<file path="src/rtl/mbinit_param_fsm.sv">
// mbinit_param_fsm: MBINIT.PARAM sub-state. Sends the local parameter request,
// answers the partner's request with the negotiated config, and checks the
// partner's response against it. Optional timeout via macro MBINIT_PARAM_TIMEOUT_EN.
// Latency: o_PARAM_end / o_param_error decode straight from the state register.
//          A received message is latched first and acted on one cycle later.
// Backpressure: the tx message holds valid/msg/data stable until i_sb_tx_ready.
//               Rx is a one-cycle strobe with no backpressure.
// Ports:
//   CLK, rst (async, active-high)
//   i_PARAM_start (level), i_local_cfg[10:0]
//   o_sb_tx_valid/o_sb_tx_msg/o_sb_tx_data <- i_sb_tx_ready
//   i_sb_rx_valid/i_sb_rx_msg/i_sb_rx_data
//   o_PARAM_end, o_param_error, o_neg_cfg[10:0]
//   cfg layout: [3:0] rate, [8:4] vswing, [9] clk mode, [10] clk phase
module mbinit_param_fsm #(
    parameter int TIMEOUT_CYCLES = 800000,
    parameter int CNT_W          = 20
) (
    input  logic        CLK,
    input  logic        rst,
    input  logic        i_PARAM_start,
    input  logic [10:0] i_local_cfg,
    output logic        o_sb_tx_valid,
    output logic [1:0]  o_sb_tx_msg,
    output logic [15:0] o_sb_tx_data,
    input  logic        i_sb_tx_ready,
    input  logic        i_sb_rx_valid,
    input  logic [1:0]  i_sb_rx_msg,
    input  logic [15:0] i_sb_rx_data,
    output logic        o_PARAM_end,
    output logic        o_param_error,
    output logic [10:0] o_neg_cfg
);

    typedef enum logic [2:0] {
        ST_IDLE, ST_SEND_REQ, ST_WAIT_REQ, ST_SEND_RESP, ST_WAIT_RESP, ST_DONE, ST_ERROR
    } state_t;

    localparam logic [1:0] MSG_REQ  = 2'd1;
    localparam logic [1:0] MSG_RESP = 2'd2;

    state_t      state_q, state_d;
    logic        req_seen_q, req_seen_d;
    logic        resp_seen_q, resp_seen_d;
    logic [10:0] req_dat_q, req_dat_d;
    logic [15:0] resp_dat_q, resp_dat_d;
    logic [10:0] neg_cfg_q, neg_cfg_d;

`ifdef MBINIT_PARAM_TIMEOUT_EN
    localparam logic [CNT_W-1:0] CNT_LAST = CNT_W'(TIMEOUT_CYCLES - 1);
    logic [CNT_W-1:0] cnt_q, cnt_d;
`else
    // No counter in this build; the parameters are kept for a uniform interface.
    localparam int unused_tmo_cfg = TIMEOUT_CYCLES + CNT_W;
`endif

    function automatic logic [10:0] negotiate(input logic [10:0] l, input logic [10:0] r);
        logic [3:0] rate;
        logic [4:0] vsw;
        rate = (l[3:0] < r[3:0]) ? l[3:0] : r[3:0];
        vsw  = (l[8:4] < r[8:4]) ? l[8:4] : r[8:4];
        return {l[10] & r[10], l[9] & r[9], vsw, rate};
    endfunction

    logic active;
    logic tx_acc;
    logic rx_req;
    logic rx_resp;

    assign active  = (state_q == ST_SEND_REQ) || (state_q == ST_WAIT_REQ) ||
                     (state_q == ST_SEND_RESP) || (state_q == ST_WAIT_RESP);
    assign tx_acc  = o_sb_tx_valid && i_sb_tx_ready;
    assign rx_req  = i_sb_rx_valid && (i_sb_rx_msg == MSG_REQ);
    assign rx_resp = i_sb_rx_valid && (i_sb_rx_msg == MSG_RESP);

    always_comb begin
        state_d     = state_q;
        req_seen_d  = req_seen_q;
        resp_seen_d = resp_seen_q;
        req_dat_d   = req_dat_q;
        resp_dat_d  = resp_dat_q;
        neg_cfg_d   = neg_cfg_q;
`ifdef MBINIT_PARAM_TIMEOUT_EN
        cnt_d       = cnt_q;
`endif

        case (state_q)
            ST_IDLE:      if (i_PARAM_start) state_d = ST_SEND_REQ;
            ST_SEND_REQ:  if (tx_acc) state_d = ST_WAIT_REQ;
            ST_WAIT_REQ: begin
                if (req_seen_q) begin
                    neg_cfg_d = negotiate(i_local_cfg, req_dat_q);
                    state_d   = ST_SEND_RESP;
                end
            end
            ST_SEND_RESP: if (tx_acc) state_d = ST_WAIT_RESP;
            ST_WAIT_RESP: begin
                if (resp_seen_q) begin
                    if ((resp_dat_q[15:11] == 5'd0) && (resp_dat_q[10:0] == neg_cfg_q))
                        state_d = ST_DONE;
                    else
                        state_d = ST_ERROR;
                end
            end
            ST_DONE, ST_ERROR: if (!i_PARAM_start) state_d = ST_IDLE;
            default:      state_d = ST_IDLE;
        endcase

        // A message may overwrite its latch only until the consuming state acts on it.
        if (active) begin
            if (rx_req && ((state_q == ST_SEND_REQ) ||
                           ((state_q == ST_WAIT_REQ) && !req_seen_q))) begin
                req_seen_d = 1'b1;
                req_dat_d  = i_sb_rx_data[10:0];
            end
            if (rx_resp && !((state_q == ST_WAIT_RESP) && resp_seen_q)) begin
                resp_seen_d = 1'b1;
                resp_dat_d  = i_sb_rx_data;
            end
        end

`ifdef MBINIT_PARAM_TIMEOUT_EN
        // Timeout overrides whatever transition the case above chose.
        if (active) begin
            if (cnt_q == CNT_LAST)
                state_d = ST_ERROR;
            else
                cnt_d = cnt_q + CNT_W'(1);
        end
`endif

        // Abort overrides everything, including timeout.
        if (active && !i_PARAM_start)
            state_d = ST_IDLE;

        // IDLE always starts clean: flags, payloads, counter and result cleared.
        if (state_d == ST_IDLE) begin
            req_seen_d  = 1'b0;
            resp_seen_d = 1'b0;
            req_dat_d   = '0;
            resp_dat_d  = '0;
            neg_cfg_d   = '0;
`ifdef MBINIT_PARAM_TIMEOUT_EN
            cnt_d       = '0;
`endif
        end
    end

    always_ff @(posedge CLK or posedge rst) begin
        if (rst) begin
            state_q     <= ST_IDLE;
            req_seen_q  <= 1'b0;
            resp_seen_q <= 1'b0;
            req_dat_q   <= '0;
            resp_dat_q  <= '0;
            neg_cfg_q   <= '0;
`ifdef MBINIT_PARAM_TIMEOUT_EN
            cnt_q       <= '0;
`endif
        end else begin
            state_q     <= state_d;
            req_seen_q  <= req_seen_d;
            resp_seen_q <= resp_seen_d;
            req_dat_q   <= req_dat_d;
            resp_dat_q  <= resp_dat_d;
            neg_cfg_q   <= neg_cfg_d;
`ifdef MBINIT_PARAM_TIMEOUT_EN
            cnt_q       <= cnt_d;
`endif
        end
    end

    // Valid is gated by start combinationally so an abort withdraws it at once.
    assign o_sb_tx_valid = i_PARAM_start &&
                           ((state_q == ST_SEND_REQ) || (state_q == ST_SEND_RESP));
    assign o_sb_tx_msg   = (state_q == ST_SEND_REQ)  ? MSG_REQ  :
                           (state_q == ST_SEND_RESP) ? MSG_RESP : 2'd0;
    assign o_sb_tx_data  = (state_q == ST_SEND_REQ)  ? {5'd0, i_local_cfg} :
                           (state_q == ST_SEND_RESP) ? {5'd0, neg_cfg_q}   : 16'd0;
    assign o_PARAM_end   = (state_q == ST_DONE);
    assign o_param_error = (state_q == ST_ERROR);
    assign o_neg_cfg     = neg_cfg_q;

endmodule

</file>
<file path="config.mk">
export PLATFORM = sky130hd
export DESIGN_NAME = mbinit_param_fsm
export DESIGN_NICKNAME = d
export VERILOG_FILES = /design/src/rtl/mbinit_param_fsm.sv
export SDC_FILE = /design/constraint.sdc
export NUM_CORES = 1
export LEC_CHECK = 0
export CAP_MARGIN = 20
export CORE_MARGIN = 2
export CORE_UTILIZATION = 37
export CTS_CLUSTER_DIAMETER = 120
export CTS_CLUSTER_SIZE = 28
export DETAILED_ROUTE_END_ITERATION = 7
export GPL_ROUTABILITY_DRIVEN = 0
export PLACE_DENSITY = 0.64
export SLEW_MARGIN = 30
export SYNTH_ARGS = -nofsm -noshare
export SYNTH_HDL_FRONTEND = slang
export SYNTH_SLANG_ARGS = --single-unit
export TNS_END_PERCENT = 30
</file>
<file path="constraint.sdc">
create_clock -name CLK -period 1.9 [get_ports CLK]
set_input_delay 0.285 -clock CLK [delete_from_list [all_inputs] [get_ports CLK]]
set_output_delay 0.285 -clock CLK [all_outputs]
set_load 0.02 [all_outputs]
</file>
[Yosys cells after proc, flatten, opt, wreduce, memory -nomap -nowiden]
Index checks and enable logic that the tools add are counted.
Cells by class
  $add $sub $neg: 0
  $mul: 0
  divide/modulo/power cells: 0
  order comparisons: 2
  eq/ne operators: 9
  shift-type cells: 0
  muxes and demuxes: 30
  bitwise gates (word level): 2
  reduce and logical (&&, ||, !) cells: 30
Operators with widths (number)
  $mux W11: 8
  $mux W16: 3
  $mux W3: 7
  $pmux W3 S6: 1
  $eq A11 B11 Y1: 1
  $logic_and A1 B1 Y1: 10
  $reduce_bool A2 Y1: 5
  $eq A3 B3 Y1 const B: 3
  $eq A3 B2 Y1 const B: 2
  $logic_not A3 Y1: 2
  $mux W1: 6
  $mux W2: 3
  $reduce_and A2 Y1: 3
  $logic_not A5 Y1: 1
  $logic_or A1 B1 Y1: 5
  $lt A5 B5 Y1: 1
  $mux W5: 1
  $lt A4 B4 Y1: 1
  $mux W4: 1
  $eq A3 B1 Y1 const B: 1
  $logic_not A1 Y1: 3
  $and A1 B1 Y1: 2
  $eq A2 B1 Y1 const B: 1
  $eq A2 B2 Y1 const B: 1
  $reduce_or A2 Y1: 1
Storage, ports and cells
  register bits: 43
  bits in latches: 0
  bits in writable memories: 0
  ROM bits: 0
  input port bits: 34
  memories kept: 0

[Depth between registers and ports, before layout]
Gate-level depths: netlist of run 1.
  depth after elaboration: 10
  depth in mapped cells: 9
  mapped depth without buffers: 7

[Least setup slack after synthesis of run 1]
OpenSTA, ideal clock, no wires.
  path kind: flip-flop to output port
  start point: reg state_q[0]
  end point: out o_sb_tx_data[1]
  arrival time: 1470 ps
  required time: 1615 ps
  path slack: 145 ps
  cell stages (with the launch flop): 5
  cell sequence: dfrtp_1 > nor2b_1 > and2_1 > clkbuf_1 > a22o_1
Between the ends
  cells in the longest elaborated chain, start to end: 3
RTL lines
  start, declared: RTL line 42  | state_t state_q, state_d;
  start signal, assigned: RTL line 161  | state_q <= state_d;
  $eq A3 B2 Y1: RTL line 179  | (state_q == ST_SEND_RESP) ? {5'd0, neg_cfg_q} : 16'd0;
  $mux W11: RTL line 179
  $mux W11 *: RTL line 178  | assign o_sb_tx_data = (state_q == ST_SEND_REQ) ? {5'd0, i_local_cfg} :
  end, declared: RTL line 25  | output logic [15:0] o_sb_tx_data,
Mark *: on every way between the ends. The rest lies on a longest branch, timed or not.

[Worst setup path in the final report of run 1]
  start point: reg state_q[0]
  end point: out o_sb_tx_data[8]
The elaborated chain is that of the path after synthesis.

==> results of run 1 <==
==> flip-flops by register name (all words and copies together), names as in the netlist <==
signal       count
state_q          3
req_seen_q       1
resp_dat_q      16
o_neg_cfg       11
req_dat_q       11
resp_seen_q      1
==> layer usage <==
layer | share of wire | wire, um
met1 | 0.48 | 2840
met2 | 0.47 | 2740
met3 | 0.040 | 235
met4 | 0.0094 | 55
met5 | 0 | 0
==> critical path: stages, from the launching register on <==
cell,delay (ps)
dfrtp_1,400
nor2b_1,150
and2_1,170
buf_4,180
a22o_1,190
buf_2,160
==> cell usage after synthesis (2+ instances only) <==
cell type / count / share of area
xor2_1: 8 / 0.027
o21ai_0: 3 / 0.0059
inv_1: 9 / 0.013
buf_4: 6 / 0.018
buf_2: 4 / 0.0078
nor2b_1: 4 / 0.0098
xnor2_1: 3 / 0.010
mux2i_1: 35 / 0.14
buf_6: 5 / 0.022
nor3b_2: 2 / 0.0098
nor3_1: 2 / 0.0039
nor3b_1: 3 / 0.0088
dfrtp_1: 43 / 0.42
a211oi_2: 9 / 0.044
clkbuf_1: 2 / 0.0029
nand2_1: 9 / 0.013
and2_1: 4 / 0.0098
a21oi_1: 11 / 0.022
nand3_1: 4 / 0.0078
nand2b_1: 4 / 0.0098
ha_1: 7 / 0.034
nor4_1: 2 / 0.0049
a22o_1: 11 / 0.038
nor2_1: 42 / 0.062
==> worst max path at each step <==
stage,from,end,slack [ps]
6_report,state_q[0],o_sb_tx_data[8],70
4_1_cts,i_local_cfg[5],o_neg_cfg[6],10
2_1_floorplan,state_q[0],o_sb_tx_data[1],140
5_1_grt,state_q[1],resp_dat_q[3],-20
3_3_place_gp,i_local_cfg[5],o_neg_cfg[7],-250
3_5_place_dp,i_local_cfg[5],o_neg_cfg[6],-290
==> layout make-up <==
type,instances,area (sq um),share of cell area
clock inverters,2,12.5,0.00365
inverters,10,37.5,0.0109
well taps,80,100,0.0292
flip-flops and latches,43,1080,0.314
multi-input cells,181,1320,0.386
clock buffers,6,72.6,0.0212
repair buffers,89,807,0.235
==> power by group through the flow <==
stage	Clock [mW]	Combinational [mW]	Sequential, mW
2_1_floorplan	0	1.38	1.17
3_3_place_gp	0	2.16	1.17
3_5_place_dp	0	2.17	1.17
4_1_cts	0.587	2.09	1.15
5_1_grt	0.625	2.30	1.18
6_report	0.566	2.11	1.16
==> metrics by stage <==
| step | cell area (sq um) | hold slack (ps) |
|---|---|---|
| CTS | 3420 | 449 |
| global route | 3430 | 520 |
| global placement | 3380 | 493 |
| detailed placement | 3380 | 508 |
| floorplan | 2570 | 429 |
| finish | 3430 | 423 |
==> kinds of logic after synthesis <==
family | after synthesis | synth area share
compound gates | 41 | 0.134
xor+xnor | 11 | 0.0377
fa+ha+maj | 7 | 0.0343
buf+inv | 28 | 0.0730
flops | 43 | 0.422
mux | 35 | 0.137
other cells | 1 | 0.00147
simple gates | 82 | 0.160
==> what timing repair did <==
item,CTS,global route
resized for setup,48,8
pin swaps,0,0
buffers inserted,0,1
endpoints found under the setup margin,16,43
==> flow_summary.toml, run 1 <==
[power_and_ir_drop]
totalPowerFinal_mw = 3.83
vdd_drop_max_uv = 556
clock_power_share = 0.148
p_int_mw = 2.29
p_sw_frac = 0.401
p_seq_frac = 0.302
power_switching_mw = 1.54
p_comb_frac = 0.550
p_per_area_mw_per_mm2 = 1120
p_leak_nw = 1.64

[floorplan]
die_x_um = 87.1
die_h_um = 87.1
rows = 30
die_area_sq_mm = 0.00758
initial_core_util = 0.380
ioPinCount = 66
core_sq_mm = 0.00672

[global_route]
grt-busiest-layer = "met2"
antenna_found_initial = 0
grt_util_all_layers = 0.166
grt_use_met2 = 0.273
grt_overflow = 0
grt_pass1_wl_um = 9940
grt_util_met1 = 0.229
grt_max_degree = 44
grt_pass1_vias = 2052
grt_util_met3 = 0.0284

[route]
via_count = 2063
drt-initial-drc-count = 36
wl_per_cell_um = 14.3
postRouteAntennaNets = 0
drc = 0
detail_route.vias_per_cell = 5.02
first_pass_iters = 4
wl_um = 5870

[logic_synthesis]
synthCells = 248
synthArstFlopShare = 1.00
ys_seq_elements = 43
synthFlopType = "dfrtp_1"
netlist_area_sq_mm = 0.00255
synth_warnings = 0
netlist-cell-type-count = 40
syn_area_per_cell_sq_um = 10.3
yosysSeqAreaShare = 0.422
synth_edf_count = 0

[place]
portBuffers = 60
dp_cells = 402
dp_slack_ps = -292
dp_hpwl_um = 4380

[worst_hold_path]
hp-class = "in -> async"

[timing]
tns_ps = 0
skew_ps = 5.29
worst_slew_pin_slew_ps = 554
fin_crit_ps = 1830
setup_viol = 0
final_max_slew_viol_count = 0
final-hold-violation-count = 0
layout_setup_ws_ps = 74.4
finalCritPeriodShare = 0.961
fmax_ghz = 0.548
max-slew-margin-rel = 0.626

[cts]
htreeDepth = 2
cts.sinks = 43
clockBufferDepth = 2
cts_hold_buf = 0
clkSlewWorstSetupHoldPaths_ps = 80
cts_tree = "built"
clockRootBuffer = "clkbuf_8"
worstSkewPairLatency_ps = 290
numCtsBuffers = 5

[critical_path]
worstPathArrival_ps = 1540
required_ps = 1620
rrSetupSlack_ps = 80
crit_path_start_kind = "register"
r2r-end = "resp_dat_q[1]"
r2r_cells = 7
criticalPathCategory = "reg -> out"
r2r_start = "state_q[1]"
worstSetupEndpointType = "output pin"
critPathMaxFanout = 9

[final_layout]
fill_cells = 633
fin_util = 0.510
final_cell_mix = "clkdlybuf4s50_1 (44), dfrtp_1 (43), nor2_1 (41)"
drive_above_1_share = 0.205
final_nets = 371
area.growth.synth_to_final_pct = 34.4
diodes = 0
layout_commonest_cell = "clkdlybuf4s50_1"
final_cells = 411

[flow_run]
drv_cap = 0

[outcome]
status = "complete, no violations"
No activity file was read; power rests on OpenSTA's default activity.
==> inputs of run 2 (changes only) <==
--- a/config.mk
+++ b/config.mk
@@ -6,15 +6,13 @@
 export NUM_CORES = 1
 export LEC_CHECK = 0
 export CAP_MARGIN = 20
-export CORE_MARGIN = 2
 export CORE_UTILIZATION = 37
 export CTS_CLUSTER_DIAMETER = 120
 export CTS_CLUSTER_SIZE = 28
 export DETAILED_ROUTE_END_ITERATION = 7
 export GPL_ROUTABILITY_DRIVEN = 0
-export PLACE_DENSITY = 0.64
 export SLEW_MARGIN = 30
 export SYNTH_ARGS = -nofsm -noshare
 export SYNTH_HDL_FRONTEND = slang
 export SYNTH_SLANG_ARGS = --single-unit
-export TNS_END_PERCENT = 30
+export TNS_END_PERCENT = 50
==> run 2 against run 1 <==
Largest power group unchanged. Largest cell class unchanged. Design area rose by 4.1%. Critical path depth grew 3. Core utilization is 3.9 points higher.
==> flow_summary.toml, run 2 (same netlist as run 1, synthesis figures left out) <==
[timing]
layout_setup_ws_ps = 69.2
final-hold-violation-count = 0
max-slew-margin-rel = 0.626
worst_slew_pin_slew_ps = 555
fin_crit_ps = 1830
fmax_ghz = 0.546
final_max_slew_viol_count = 0
finalCritPeriodShare = 0.964
skew_ps = 2.52
setup_viol = 0

[final_layout]
area.growth.synth_to_final_pct = 39.9
multi_input_area_sq_mm = 0.00134
fill_cells = 585
drive_above_1_share = 0.220
layout_commonest_cell = "clkdlybuf4s50_1"
diodes = 0
largest_reg_flops = 16
stdcell_area_sq_mm = 0.00357
fin_util = 0.550
seq_area_sq_mm = 0.00108
largest-register = "resp_dat_q"
final_nets = 372
final_cell_mix = "clkdlybuf4s50_1 (44), dfrtp_1 (43), nor2_1 (41)"

[global_route]
antenna_found_initial = 0
grt_overflow = 0
grt_util_all_layers = 0.170
grt_pass1_vias = 2072
grt_pass1_wl_um = 9810
grt_max_degree = 44

[floorplan]
core_sq_mm = 0.00649
rows = 29
die_area_sq_mm = 0.00723
die_x_um = 85.1
die_h_um = 85.1
initial_core_util = 0.393
ioPinCount = 66

[power_and_ir_drop]
vdd_drop_max_uv = 697
p_sw_frac = 0.368
p_comb_frac = 0.541
p_per_area_mw_per_mm2 = 1220
p_int_mw = 2.75
p_seq_frac = 0.266
p_leak_nw = 1.70
power_switching_mw = 1.60
clock_power_share = 0.193

[worst_hold_path]
hp-class = "in -> async"

[place]
dp_slack_ps = -255
place_area_sq_mm = 0.00341
dp_hpwl_um = 4350
portBuffers = 60

[critical_path]
criticalPathCategory = "in -> reg"
worstSetupEndpointType = "register"
crit_path_start_kind = "primary input"
r2r_cells = 8
critPathMaxFanout = 8
required_ps = 2080
worstPathArrival_ps = 2010

[cts]
worstSkewPairLatency_ps = 290
htreeDepth = 2
clockBufferDepth = 2
numCtsBuffers = 5
cts.sinks = 43
cts_hold_buf = 0
cts_tree = "built"
clockRootBuffer = "clkbuf_8"
clkSlewWorstSetupHoldPaths_ps = 80

[route]
first_pass_iters = 4
via_count = 2041
wl_um = 6000
drc = 0
detail_route.vias_per_cell = 4.99
postRouteAntennaNets = 0
drt-initial-drc-count = 92
wl_per_cell_um = 14.7

[flow_run]
drv_cap = 0

[outcome]
status = "complete, no violations"
run 2: cell count changes in the layout (fill, tap and decap cells not counted), moves of 2 or more:
cell | before | now
clkbuf_16 | 0 | 2
buf_12 | 4 | 7
buf_4 | 24 | 20
bufinv_16 | 0 | 2
run 2: final cells by class:
type / count / share of cell area
multi-input combinational: 181 / 0.375
sequential: 43 / 0.301
timing repair buffer: 90 / 0.249
tap: 77 / 0.0270
clock buffer: 6 / 0.0203
clock inverter: 2 / 0.0168
inverter: 10 / 0.0105
run 2: worst paths after layout:
kind,from,end,slack [ps]
min,rst,o_neg_cfg[8],350
min reg2reg,resp_dat_q[13],resp_dat_q[13],530
min in group CLK,resp_dat_q[13],resp_dat_q[13],530
max reg2reg,state_q[1],resp_dat_q[4],70
max,i_PARAM_start,resp_dat_q[4],70
max in group asynchronous,rst,state_q[0],1350
run 2: power groups by stage:
stage               sequential [mW]  combinational [mW]  clock (mW)
floorplan                      1.17                1.38           0
global placement               1.17                2.20           0
finish                         1.16                2.35       0.839
detailed placement             1.18                2.20           0
CTS                            1.16                2.13       0.846
global route                   1.17                2.55       0.895
run 2: worst max-delay path: stages:
cell,delay (ps)
clkdlybuf4s50_1,510
and2_4,170
nor3b_1,50
a221o_1,300
nor3b_2,200
o21ba_4,260
clkbuf_16,190
nor2_1,50
run 2: through the flow:
step | cells | setup TNS [ps] | hold WS, ps | total power [mW]
after floorplan | 252 | 0 | 429 | 2.55
after global placement | 398 | -6590 | 497 | 3.37
after detailed placement | 398 | -6510 | 512 | 3.38
after CTS | 406 | 0 | 366 | 4.13
after global routing | 409 | -41.9 | 386 | 4.62
final | 409 | 0 | 353 | 4.35
run 2: per-layer routing:
metal,GRT usage,vias up,part of all wire
met5,0,-,0
met4,0.0370,0,0.0060
met3,0.0253,2,0.030
met2,0.290,45,0.49
met1,0.231,976,0.47
li1,-,1018,-
run 2: repair_timing:
action                                  CTS  global route
pin swaps                                 0             2
cloned                                    0             2
endpoints found under the setup margin   16            44
gates resized for setup                  49            12
buffers inserted                          0             1
